File: src/rtl/lb_pkg.sv
// rtl/lb_pkg.sv - shared line-buffer widths, sample/sum types and averaging FSM states
package lb_pkg;

    localparam int LB_TAPS  = 8;
    localparam int LB_DW    = 8;
    localparam int LB_SHIFT = $clog2(LB_TAPS);
    localparam int LB_SW    = LB_DW + LB_SHIFT;

    typedef logic [LB_DW-1:0] lb_sample_t;
    typedef logic [LB_SW-1:0] lb_sum_t;

    typedef enum logic [1:0] {
        FILL = 2'd0,
        RUN  = 2'd1,
        ERR  = 2'd2
    } lb_state_e;

endpackage

File: src/rtl/lbavg_div.sv
// rtl/lbavg_div.sv - window sum to sample-width average: shift, optional half-up round, saturate
//
// Ports:
//   sum_i : window sum (lb_sum_t width)
//   avg_o : sum / LB_TAPS, rounded half-up when ROUND = 1, truncated otherwise,
//           clamped to the largest sample value
module lbavg_div
    import lb_pkg::*;
#(
    parameter bit ROUND = 1'b1
) (
    input  logic [LB_SW-1:0] sum_i,
    output logic [LB_DW-1:0] avg_o
);

    // One extra bit so the rounding bias can never wrap the sum.
    localparam logic [LB_SW:0] BIAS = ROUND ? (LB_SW+1)'(LB_TAPS / 2) : '0;
    localparam logic [LB_SW:0] SAT  = (LB_SW+1)'((1 << LB_DW) - 1);

    logic [LB_SW:0] biased;
    logic [LB_SW:0] shifted;

    always_comb begin
        biased  = {1'b0, sum_i} + BIAS;
        shifted = biased >> LB_SHIFT;
        if (shifted > SAT) begin
            avg_o = '1;
        end else begin
            avg_o = shifted[LB_DW-1:0];
        end
    end

endmodule

File: src/rtl/lbavg.sv
// rtl/lbavg.sv - eight-sample moving sum / average tap on the line-buffer write stream
//
// Ports:
//   CLK, ASYNCRESETN    : clock, asynchronous active-low reset
//   in_data, in_wen     : sample written to the line buffer and its write strobe
//   lb_rdata, lb_valid  : oldest sample of the current window from the line buffer
//   out_sum, out_avg    : registered window sum and average, held between windows
//   out_valid           : one-cycle pulse per produced window
//   err                 : sticky protocol-violation flag, cleared only by reset
module lbavg
    import lb_pkg::*;
#(
    parameter bit ROUND = 1'b1
) (
    input  logic              CLK,
    input  logic              ASYNCRESETN,
    input  logic [LB_DW-1:0]  in_data,
    input  logic              in_wen,
    input  logic [LB_DW-1:0]  lb_rdata,
    input  logic              lb_valid,
    output logic [LB_SW-1:0]  out_sum,
    output logic [LB_DW-1:0]  out_avg,
    output logic              out_valid,
    output logic              err
);

    lb_state_e  state_q;
    logic [2:0] fill_q;
    lb_sum_t    acc_q;      // sum of the newest seven accepted samples
    lb_sum_t    out_sum_q;
    lb_sample_t out_avg_q;
    logic       out_valid_q;
    logic       err_q;

    lb_sum_t    win_sum;
    lb_sample_t win_avg;

    // Full window = running seven-sample sum plus the sample being written now.
    assign win_sum = acc_q + LB_SW'(in_data);

    lbavg_div #(
        .ROUND (ROUND)
    ) u_div (
        .sum_i (win_sum),
        .avg_o (win_avg)
    );

    always_ff @(posedge CLK or negedge ASYNCRESETN) begin
        if (!ASYNCRESETN) begin
            state_q     <= FILL;
            fill_q      <= '0;
            acc_q       <= '0;
            out_sum_q   <= '0;
            out_avg_q   <= '0;
            out_valid_q <= 1'b0;
            err_q       <= 1'b0;
        end else begin
            out_valid_q <= 1'b0;
            case (state_q)
                FILL: begin
                    // The line buffer cannot have an oldest sample before seven writes.
                    if (lb_valid) begin
                        err_q   <= 1'b1;
                        state_q <= ERR;
                    end else if (in_wen) begin
                        acc_q  <= acc_q + LB_SW'(in_data);
                        fill_q <= fill_q + 3'd1;
                        if (fill_q == 3'(LB_TAPS - 2)) begin
                            state_q <= RUN;
                        end
                    end
                end
                RUN: begin
                    if (in_wen && lb_valid) begin
                        out_sum_q   <= win_sum;
                        out_avg_q   <= win_avg;
                        out_valid_q <= 1'b1;
                        // Drop the oldest sample; it is part of win_sum so this never underflows.
                        acc_q       <= win_sum - LB_SW'(lb_rdata);
                    end else if (in_wen || lb_valid) begin
                        // Write without a read, or a drain read without a write.
                        err_q   <= 1'b1;
                        state_q <= ERR;
                    end
                end
                ERR: begin
                    state_q <= ERR;
                end
                default: begin
                    err_q   <= 1'b1;
                    state_q <= ERR;
                end
            endcase
        end
    end

    assign out_sum   = out_sum_q;
    assign out_avg   = out_avg_q;
    assign out_valid = out_valid_q;
    assign err       = err_q;

endmodule

File: config.mk
export PLATFORM = sky130hd
export DESIGN_NAME = lbavg
export DESIGN_NICKNAME = d
export VERILOG_FILES = /design/src/rtl/lb_pkg.sv /design/src/rtl/lbavg_div.sv /design/src/rtl/lbavg.sv
export SDC_FILE = /design/constraint.sdc
export NUM_CORES = 1
export LEC_CHECK = 0
export CAP_MARGIN = 20
export CORE_MARGIN = 4
export CORE_UTILIZATION = 25
export DETAILED_ROUTE_END_ITERATION = 10
export DONT_BUFFER_PORTS = 1
export GPL_TIMING_DRIVEN = 1
export SKIP_CTS_REPAIR_TIMING = 1
export SLEW_MARGIN = 20
export SYNTH_ARGS = -nofsm -noshare
export SYNTH_HDL_FRONTEND = slang
export SYNTH_HIERARCHICAL = 1
export SYNTH_SLANG_ARGS = --single-unit
File: constraint.sdc
create_clock -name CLK -period 6.2 [get_ports CLK]
set_input_delay 0.93 -clock CLK [delete_from_list [all_inputs] [get_ports CLK]]
set_output_delay 0.93 -clock CLK [all_outputs]
set_load 0.05 [all_outputs]
==> summary.md, run 1 <==
Top fanout value on the critical path: 7. The first global-routing pass estimated 10,120 microns of wire. The analysis attributes to cell leakage a power of 0.001299 uW. For this block, the routed nets add up to 5717 microns of wire. The fraction of final layout cells sized beyond drive strength 1 was 0.04870; the total of flip-flops plus latches after synthesis was 37. The clock input transition at the sequential cells of the worst setup and hold paths works out to 0.08 ns. The area inside the core boundary was 9864 sq um. After detailed routing, the average wire length per cell comes to 12.96 microns. STA classifies the critical path endpoint as a register. The area of all sequential standard cells was 925.9 sq um. In this run the register-to-register setup slack is 2.57 ns.

The post-layout worst setup margin came out at 2.295 ns. The first detailed-routing pass took 4 iterations. The logs give 5 for the number of buffers added by the clock tree synthesis step and 309 for the instance count of the mapped netlist. The run gives 0 ns as the final sum of negative setup slack.

The endpoint required time on the critical path came out at 6.35 ns. After global routing the overflow that remains totals 0. The tools report the via count of the first global-routing pass as 2,055. The DRC violation count after routing is 0. Synthesized area divided by synthesized cell count: 8.264 sq um. The floorplan has 36 rows. For the post-synthesis sequential area ratio, the log shows 0.3626. Timing would allow up to 256.1 MHz.

The max-slew violation total from the final report is 0, and the worst slack at placement is 1.979 ns. The cell family contributing the most delay on the critical path is compound AO/OA/AOI/OAI gates. After detailed routing, no signal wire sits above met4. For the pin with the worst max-slew slack, the measured transition is 0.8868 ns. The number of antenna violations at the first check in global routing came out at 0.

The count of buffers added on input and output ports is 0. Setup repair after global routing left no endpoint under its margin. The kind of launch point of the worst setup path was a primary input.

At the end of routability-driven placement, the weighted congestion stood at 0.8224. Entering global routing, the biggest net connects 38 pins. The maximum level of the CTS H-tree was 2. TritonCTS built the clock tree. Final critical path time including I/O delays and setup: 3.905 ns. Setup violations remaining at the end of the flow were counted as 0.

The net count of the finished layout is 349. The sum of internal, switching and leakage power came out at 770.0 uW. The flow ran to the end, and the final reports show no timing, DRC or antenna violations. The number of max-cap violations was 0; the die extent in y was 109.1 microns. The cell area that synthesis handed to floorplanning was 2554 sq um.

The critical path goes through ha_1 -> inv_1 -> fa_1 -> nand2b_1 -> a21oi_1 -> xor2_1 -> ha_1 -> o21ai_0 -> o21bai_1 -> a21oi_1 -> o21bai_1 -> a2111oi_2 -> mux2i_1 -> a211oi_1. The final hold violation count came out at 0. Largest buffer count on any clock path: 2. For the largest voltage drop on the vdd net, the log shows 88.71 uV. The global-route total usage across every layer was 0.1060; the arrival time reported for the critical path endpoint was 4.06 ns.

For the post-synthesis cell type count, the log shows 41. During I/O placement, the number of pins put on the boundary was 41. The largest stage delay on the critical path works out to 0.47 ns.

In the detailed route, the total length drawn on met3 is 384 microns. The number of antenna-violating nets in the routed design was 0. The first routing iteration left 107 violations.

For this design, the slowest cell found on the critical path is sky130_fd_sc_hd__a2111oi_2. Between clock sinks in the finished design, the worst skew comes to 0.008448 ns. After detailed routing, the number of vias per cell comes to 4.556. Synthesis produced a netlist with a net count of 351. Final HPWL from detailed placement: 4578 microns. For the TritonCTS sink count, the log shows 37.

CTS placed an instance of sky130_fd_sc_hd__clkbuf_8 at the clock tree root. The headroom to the max-slew limit is 0.4046. The die is 109.1 microns wide. The logs give 0.2589 for the initial standard-cell utilization of the core and 0 for the antenna diode count. The number of buffers and inverters on the critical path was 1. The total via count in the routed design is 2,009, and the synthesis-to-layout area growth is 9.015%. After detailed routing, the met2 layer carries 2601 microns of wire. The number of fillers in the final layout came out at 1,066. In this run the worst hold path is classified as primary input to async pin. For this run, the leading register cell type out of synthesis is sky130_fd_sc_hd__dfrtp_1.

In the final routing, the length of wire on met1 measures 2687 microns. The synthesized design contains 0 enable-type register cells. Power spread over the standard cell area amounts to 276.6 nW/um^2.

Yosys printed 6 warnings. The share of synthesized flip-flops with an asynchronous set or reset works out to 1.000. The die covers 11,900 sq um. The final worst-path cycle share is 0.6298, and the clock latency reported for the late side of the worst-skew pair is 0.29 ns. The critical path class was primary input to register. Summing all multi-input logic gate instances after layout gives 1508 sq um.
==> sequential cells by signal, summed over array words and instances (netlist names) <==
signal / count
fill_q: 3
state_q: 2
out_valid: 1
acc_q: 11
out_sum: 11
out_avg: 8
err: 1
==> synthesized netlist by cell type (4+ instances only) <==
| master | count | share of area |
|---|---|---|
| sky130_fd_sc_hd__a211oi_1 | 6 | 0.018 |
| sky130_fd_sc_hd__a21oi_1 | 20 | 0.039 |
| sky130_fd_sc_hd__and2_1 | 4 | 0.0098 |
| sky130_fd_sc_hd__clkbuf_1 | 8 | 0.012 |
| sky130_fd_sc_hd__dfrtp_1 | 37 | 0.36 |
| sky130_fd_sc_hd__ha_1 | 20 | 0.098 |
| sky130_fd_sc_hd__inv_1 | 20 | 0.029 |
| sky130_fd_sc_hd__nand2_1 | 71 | 0.10 |
| sky130_fd_sc_hd__nand2b_1 | 5 | 0.012 |
| sky130_fd_sc_hd__nand3_1 | 4 | 0.0078 |
| sky130_fd_sc_hd__nand4_1 | 4 | 0.0098 |
| sky130_fd_sc_hd__nor2_1 | 22 | 0.032 |
| sky130_fd_sc_hd__nor3_1 | 4 | 0.0078 |
| sky130_fd_sc_hd__o21a_1 | 4 | 0.012 |
| sky130_fd_sc_hd__o21ai_0 | 23 | 0.045 |
| sky130_fd_sc_hd__o21bai_1 | 4 | 0.012 |
| sky130_fd_sc_hd__xnor2_1 | 13 | 0.045 |
| sky130_fd_sc_hd__xor2_1 | 5 | 0.017 |
==> cell families (layout without fill, tap and decap cells) <==
kind of cell | Yosys count | in the layout | share of synthesized area
XOR/XNOR | 18 | 18 | 0.06173
adder cells (fa/ha/maj) | 22 | 22 | 0.1137
flip-flops | 37 | 37 | 0.3626
multiplexers | 4 | 4 | 0.01764
AND/OR/NAND/NOR | 126 | 126 | 0.2234
buffers and inverters | 30 | 29 | 0.04703
AO/OA/AOI/OAI | 72 | 72 | 0.1739
==> layout make-up <==
class	count	area share
clock buffer	7	0.03461
timing repair buffer	1	0.002697
sequential	37	0.3326
inverter	20	0.02697
clock inverter	1	0.001798
tap	133	0.05978
multi-input combinational	242	0.5416
==> placed cells by master, fill, tap and decap left out, types with 5 or more instances in the layout <==
cell	n
sky130_fd_sc_hd__clkbuf_8	7
sky130_fd_sc_hd__nand2b_1	5
sky130_fd_sc_hd__inv_1	20
sky130_fd_sc_hd__o21ai_0	23
sky130_fd_sc_hd__a21oi_1	20
sky130_fd_sc_hd__nor2_1	22
sky130_fd_sc_hd__xnor2_1	13
sky130_fd_sc_hd__a211oi_1	6
sky130_fd_sc_hd__nand2_1	71
sky130_fd_sc_hd__ha_1	20
sky130_fd_sc_hd__xor2_1	5
sky130_fd_sc_hd__dfrtp_1	37
==> through the flow <==
step             util  hold WS, ns  std cells  cell area (sq um)
2_1_floorplan       -       0.4450        309               2554
3_3_place_gp   0.2719       0.4647        433               2683
3_5_place_dp   0.2719       0.4664        433               2683
4_1_cts        0.2822       0.3156        441               2784
5_1_grt        0.2822       0.3037        441               2784
6_report       0.2822       0.3319        441               2784
==> final timing paths <==
path | from | end | cells after the start
max reg2reg | acc_q[0] | acc_q[10] | 14
max in group asynchronous | ASYNCRESETN | out_avg[4] | 0
min reg2reg | fill_q[2] | fill_q[2] | 1
min | ASYNCRESETN | acc_q[3] | 0
max | in_data[0] | acc_q[10] | 14
min in group CLK | fill_q[2] | fill_q[2] | 1
==> layer usage <==
metal,vias to the layer above,GRT usage
met5,-,0
met4,0,0.02976
met3,4,0.03375
met2,35,0.1671
met1,925,0.1389
li1,1045,-
==> where the power goes <==
part           internal, uW  switching (uW)  leakage, uW  total (uW)
sequential              257            29.7     0.000489         287
clock                   101            86.8    0.0000542         187
combinational           122             174     0.000756         296
==> worst register-to-register path: cells and delay by family (launching register included) <==
kind / cells / cell delay (ns)
AO/OA/AOI/OAI: 7 / 1.32
adder cells (fa/ha/maj): 3 / 0.93
XOR/XNOR: 1 / 0.43
flip-flops: 1 / 0.35
multiplexers: 1 / 0.23
AND/OR/NAND/NOR: 1 / 0.18
buffers and inverters: 1 / 0.06
Note: power is estimated with default switching activity, not from simulation.
==> run 2: changes to the inputs <==
==> constraint.sdc (replaced) <==
create_clock -name CLK -period 3.9 [get_ports CLK]
set_input_delay 0.585 -clock CLK [delete_from_list [all_inputs] [get_ports CLK]]
set_output_delay 0.585 -clock CLK [all_outputs]
set_load 0.05 [all_outputs]
==> summary.md, run 2 (synthesis gave the netlist of run 1 again) <==
The worst-path cell with the longest stage delay was sky130_fd_sc_hd__a2111oi_2. In this design, the largest share of critical-path delay is due to compound AO/OA/AOI/OAI gates. The number of nets in the layout is 356, and the top-level I/O count is 41.

The kind of launch point of the worst setup path is a register. Detailed routing placed a total of 487 microns of wire on met3. The die extent in y was 109.1 microns; the largest voltage drop on the vdd net was 141.1 uV. In this run the static leakage power is 0.001325 uW. In the layout the commonest cells are 71 x sky130_fd_sc_hd__nand2_1, 37 x sky130_fd_sc_hd__dfrtp_1, 23 x sky130_fd_sc_hd__o21ai_0, 22 x sky130_fd_sc_hd__nor2_1. Entering global routing, the biggest net connects 38 pins.

The synthesis-to-layout area growth came out at 10.78%. The final critical path time including I/O delays and setup came out at 3.399 ns. The number of buffers and inverters on the critical path works out to 1. The headroom to the max-slew limit is 0.4801, and the max-slew violation total from the final report is 0. The total via count in the routed design was 2,077; the upper clock frequency limit was 294.2 MHz. The fraction of final layout cells sized beyond drive strength 1 came out at 0.06390. For this design the ratio of total power to cell area is 429.5 nW/um^2. Dividing the detail-routed via count by the number of cells gives 4.657. The first global-routing pass estimated 10,340 microns of wire. Walking the worst path, the cells encountered are ha_1 -> inv_1 -> fa_1 -> nand2b_1 -> a21oi_1 -> xor2_1 -> ha_1 -> o21ai_0 -> o21bai_1 -> a21oi_1 -> o21bai_1 -> a2111oi_2 -> mux2i_1 -> a211oi_1. The utilization after layout was 0.2868. The detailed router finished its first iteration with 95 violations.

The top fanout value on the critical path was 4; the horizontal die dimension was 109.1 microns. The startpoint identified for the worst register-to-register timing path is acc_q[0]. Clock tree synthesis inserted a total of 5 buffers.

The root buffer cell chosen for the clock tree is sky130_fd_sc_hd__clkbuf_8. The H-tree was split into 2 levels. Summed over all failing endpoints, the final setup total negative slack is 0 ns. The final worst-path cycle share came out at 0.8716. The tools report the flop-to-flop setup slack as 0.50 ns. Signal routing reaches up to met4. The worst reg2reg path depth works out to 14. The overall die area is 11,900 sq um, and the length of routed met2 wiring is 2815 microns. STA classifies the critical path endpoint as a register. At the later pin of the worst-skew pair, clock insertion delay measures 0.29 ns. The logs give 439 for the count of placed standard cells including taps and 0 for the number of max-cap violations. The setup path with the least slack is of type register to register. For this run the aggregate overflow at the end of global routing stands at 0.

In this run the remaining antenna-violating nets after routing total 0. The initial standard-cell utilization of the core was 0.2589. The total wire length after detailed routing is 6214 microns. For the worst setup path, the data arrival time is 3.55 ns. The post-layout worst setup margin is 0.5007 ns, and the largest stage delay on the critical path is 0.46 ns. The tools report the source of the critical timing path as acc_q[0]. The run gives 37 as the TritonCTS sink count. At the end of routability-driven placement, the weighted congestion stood at 0.8662.

In this run the standard cell core region covers 9864 sq um. Setup repair after global routing left no endpoint under its margin. The global-route total usage across every layer is 0.1112, and the worst slack at placement is 0.2702 ns. STA puts the critical path data required time at 4.05 ns. The min-delay analysis places its worst path in the category primary input to async pin. TritonCTS built the clock tree.

The critical path runs through a total of 14 cells. The clock input transition at the sequential cells of the worst setup and hold paths was 0.07 ns; the sum of internal, switching and leakage power was 1215 uW. After detailed routing, the number of remaining DRC violations is 0. The antenna diode count was 0. The library cell used most frequently in the layout, excluding fill and tap cells, is sky130_fd_sc_hd__nand2_1. Dividing the detail-routed wire length by the instance count gives 13.93 microns. The number of antenna violations at the first check in global routing was 0. The clock passes through at most 2 buffers. Setup violations remaining at the end of the flow were counted as 0.

For this run, the number of standard cells in the final layout without fillers is 446. The tools report the critical path capture point as acc_q[10]. The tools report the first-pass detailed-route iteration total as 4. The run gives 0 as the final hold violation count. The flow ran to the end, and the final reports show no timing, DRC or antenna violations. The tools report the via count of the first global-routing pass as 1,990.

Row generation in the floorplan step produced 36 rows. In the final routing, the length of wire on met1 measures 2815 microns. The worst register-to-register path ends at acc_q[10]. For the final database, setup skew stands at 0.006388 ns. In this run the tool buffered the top-level ports with 0 buffer cells. At the pin with the least slew margin, the transition time is 0.7742 ns. The final HPWL from detailed placement was 4871 microns.
==> run 2: worst reg2reg max path, cell delays in order (launching register included) <==
cell	delay [ns]
sky130_fd_sc_hd__dfrtp_1	0.35
sky130_fd_sc_hd__ha_1	0.20
sky130_fd_sc_hd__inv_1	0.07
sky130_fd_sc_hd__fa_1	0.41
sky130_fd_sc_hd__nand2b_1	0.18
sky130_fd_sc_hd__a21oi_1	0.21
sky130_fd_sc_hd__xor2_1	0.23
sky130_fd_sc_hd__ha_1	0.30
sky130_fd_sc_hd__o21ai_0	0.12
sky130_fd_sc_hd__o21bai_1	0.09
sky130_fd_sc_hd__a21oi_1	0.24
sky130_fd_sc_hd__o21bai_1	0.13
sky130_fd_sc_hd__a2111oi_2	0.47
sky130_fd_sc_hd__mux2i_1	0.23
sky130_fd_sc_hd__a211oi_1	0.05
==> run 2: layout make-up <==
type / count / area, sq um
timing repair buffer: 8 / 80.08
multi-input combinational: 242 / 1508
fill: 1057 / 7036
tap: 133 / 166.4
sequential: 37 / 925.9
clock buffer: 5 / 68.82
inverter: 20 / 75.07
clock inverter: 1 / 5.005
==> run 2: stage by stage <==
| step | hold WS [ns] | area (sq um) |
|---|---|---|
| floorplan | 0.2894 | 2554 |
| global route | 0.1272 | 2829 |
| finish | 0.1301 | 2829 |
| detailed placement | 0.2908 | 2728 |
| CTS | -0.02535 | 2801 |
| global placement | 0.2908 | 2728 |
==> run 2: routing by layer <==
metal	vias up	GRT usage
met3	8	0.03789
met1	971	0.1454
met5	-	0
met2	44	0.1706
met4	0	0.03787
li1	1054	-
==> run 2: worst min-delay path by stage <==
stage                 endpoint  slack, ns         from
floorplan             acc_q[0]       0.29  ASYNCRESETN
global placement    out_sum[4]       0.29  ASYNCRESETN
detailed placement  out_sum[5]       0.29  ASYNCRESETN
CTS                 state_q[1]      -0.03  ASYNCRESETN
global route        out_avg[1]       0.13  ASYNCRESETN
finish              out_avg[1]       0.13  ASYNCRESETN
==> run 2: power breakdown <==
| part | internal, uW | switching, uW | leakage (uW) |
|---|---|---|---|
| Clock | 118 | 132 | 0.0000399 |
| Combinational | 218 | 292 | 0.000797 |
| Sequential | 409 | 47.3 | 0.000489 |
| Total | 744 | 471 | 0.00133 |
==> run 3: changes to the inputs <==
--- a/config.mk
+++ b/config.mk
@@ -11,6 +11,7 @@
 export DETAILED_ROUTE_END_ITERATION = 10
 export DONT_BUFFER_PORTS = 1
 export GPL_TIMING_DRIVEN = 1
+export RECOVER_POWER = 50
 export SKIP_CTS_REPAIR_TIMING = 1
 export SLEW_MARGIN = 20
 export SYNTH_ARGS = -nofsm -noshare
==> summary.md, run 3 (synthesis gave the netlist of run 1 again) <==
At the pin with the least slew margin, the transition time is 2.091 ns. In this run the clock root is driven by a sky130_fd_sc_hd__clkbuf_8. After floorplanning, the core was divided into 36 placement rows.

The tools report the power spent charging and discharging nets as 470.4 uW. Overall die area: 11,900 sq um. The worst hold-check path type was primary input to register. From synthesis to final layout, the design area changed by 9.848%. The first global-routing pass estimated 10,340 microns of wire. The worst setup path is launched from a register. Data on the critical path arrives at its endpoint at 3.57 ns. Entering global routing, the biggest net connects 38 pins. The via count normalized by instance count came out at 4.648.

The startpoint identified for the worst hold timing path is lb_valid. The run finished, with violations left. Final hold violation count: 0. The net switching share of the total power was 0.3881. For the number of buffers added by the clock tree synthesis step, the log shows 5. The run gives 4.05 ns as the endpoint required time on the critical path. The logs give 0.1112 for the global-route total usage across every layer and 0.8662 for the final RePlAce weighted congestion. Registers take 925.9 sq um. The count of buffers added on input and output ports is 0. The overall overflow remaining after global route is 0, and the first-pass detailed-route iteration total is 4. TritonCTS built the clock tree. For this design, the sink count on the clock tree is 37. The number of antenna violations at the first check in global routing is 0, and the number of max-cap violations is 1.

The logs give 0.376 for the sequential share of power and 1,990 for the via count of the first global-routing pass. The area taken by multi-input logic gates was 1508 sq um. The logs give 0 for the antenna diode count and 1,059 for the number of fillers in the final layout. The capturing element type of the critical path was a register.

The worst register-to-register path has a depth of 14. The library cell used most frequently in the layout, excluding fill and tap cells, is sky130_fd_sc_hd__nand2_1. The endpoint of the worst hold path is state_q[1].

The run gives 0.419 as the combinational share of power. Horizontal die dimension: 109.1 microns. The number of antenna-violating nets in the routed design is 0.

Internal power comes to 741.5 uW. The final worst-path cycle share was 0.8756; the clock latency reported for the late side of the worst-skew pair was 0.29 ns. The logs give 0.205 for the clock share of power and 0.2589 for the initial standard-cell utilization of the core. The HPWL after detailed placement is 4871 microns. The run gives 0.001314 uW as the static leakage. Max-slew violation total from the final report: 38. In the layout the commonest cells are 71 x sky130_fd_sc_hd__nand2_1, 37 x sky130_fd_sc_hd__dfrtp_1, 23 x sky130_fd_sc_hd__o21ai_0, 22 x sky130_fd_sc_hd__nor2_1.

Setup violations remaining at the end of the flow were counted as 0. The flop-to-flop setup slack came out at 0.49 ns. Summed over all failing endpoints, the final setup total negative slack is 0 ns.

Setup repair after global routing left no endpoint under its margin. The maximum level of the CTS H-tree is 2. The final reports fail on max-capacitance violations, max-slew violations. The endpoint identified for the worst register-to-register timing path is acc_q[10]. Along the worst path, the maximum fanout reaches 4. The worst hold path cell count is 2, and the power density relative to cell area is 432.0 nW/um^2. The final critical path time including I/O delays and setup is 3.415 ns, and the total wire length after detailed routing is 6238 microns.

The run gives -0.3943 as the headroom to the max-slew limit. Based on the critical path, the design can be clocked at up to 292.8 MHz. The clock input transition at the sequential cells of the worst setup and hold paths is 0.07 ns, and the total via count in the routed design is 2,073. The fraction of final layout cells sized beyond drive strength 1 is 0.06070. Die extent in y: 109.1 microns.

The tools report the largest buffer count on any clock path as 2. After the first detailed-routing iteration, the DRC count stood at 87. Dividing the detail-routed wire length by the instance count gives 13.99 microns.

The setup path with the least slack is of type register to register. The logs give 356 for the number of nets in the layout and 1212 uW for the sum of internal, switching and leakage power. The logs give 140.4 uV for the largest voltage drop on the vdd net and 0 for the DRC violation count after routing. The top-level I/O count is 41. The core region is 9864 sq um. For the final database, setup skew stands at 0.006239 ns. The startpoint identified for the worst register-to-register timing path is acc_q[0].
## run 3: cell count changes in the layout (fill, tap and decap cells not counted)
cell	before	now
sky130_fd_sc_hd__buf_16	1	0
sky130_fd_sc_hd__clkbuf_1	0	1
## run 3: worst max path at each step
stage                    start         to  slack (ns)  cells after the start
floorplan           in_data[0]  acc_q[10]        0.40                     14
global placement    in_data[0]  acc_q[10]        0.36                     14
detailed placement  in_data[0]  acc_q[10]        0.27                     14
CTS                   acc_q[0]  acc_q[10]        0.49                     14
global route          acc_q[0]  acc_q[10]        0.19                     14
finish                acc_q[0]  acc_q[10]        0.49                     14
## run 3: routing by layer
metal  vias to the layer above  GRT usage  share of wire
met3                         8    0.03789          0.083
met5                         -          0              0
met4                         0    0.03787          0.015
met1                       964     0.1454           0.45
li1                       1053          -              -
met2                        48     0.1706           0.45
## run 3: per-stage QoR
step           worst slack, ns  instance area [sq um]  instances    util  hold slack [ns]
2_1_floorplan           0.3996                   2554        309       -           0.2894
3_3_place_gp            0.3641                   2728        439  0.2765           0.2908
3_5_place_dp            0.2702                   2728        439  0.2765           0.2908
4_1_cts                 0.4914                   2801        445  0.2840         -0.02535
5_1_grt                 0.1865                   2805        446  0.2844           0.4544
6_report                0.4851                   2805        446  0.2844           0.4701
## run 3: area by class of cell
cell class | instances | share of cell area
multi-input combinational | 242 | 0.5375
sequential | 37 | 0.3301
tap | 133 | 0.05932
inverter | 20 | 0.02676
clock buffer | 5 | 0.02453
timing repair buffer | 8 | 0.02007
clock inverter | 1 | 0.001784
## run 3: power by group through the flow
| stage | logic (uW) | registers, uW | clock network [uW] |
|---|---|---|---|
| floorplan | 384 | 456 | 0 |
| global placement | 487 | 463 | 0 |
| detailed placement | 497 | 464 | 0 |
| CTS | 499 | 457 | 267 |
| global route | 570 | 460 | 278 |
| finish | 508 | 456 | 248 |
## run 3: critical path, stage by stage, from the launching register on
cell                        delay, ns
sky130_fd_sc_hd__dfrtp_1         0.35
sky130_fd_sc_hd__ha_1            0.20
sky130_fd_sc_hd__inv_1           0.07
sky130_fd_sc_hd__fa_1            0.41
sky130_fd_sc_hd__nand2b_1        0.18
sky130_fd_sc_hd__a21oi_1         0.21
sky130_fd_sc_hd__xor2_1          0.23
sky130_fd_sc_hd__ha_1            0.30
sky130_fd_sc_hd__o21ai_0         0.12
sky130_fd_sc_hd__o21bai_1        0.09
sky130_fd_sc_hd__a21oi_1         0.25
sky130_fd_sc_hd__o21bai_1        0.13
sky130_fd_sc_hd__a2111oi_2       0.47
sky130_fd_sc_hd__mux2i_1         0.23
sky130_fd_sc_hd__a211oi_1        0.06
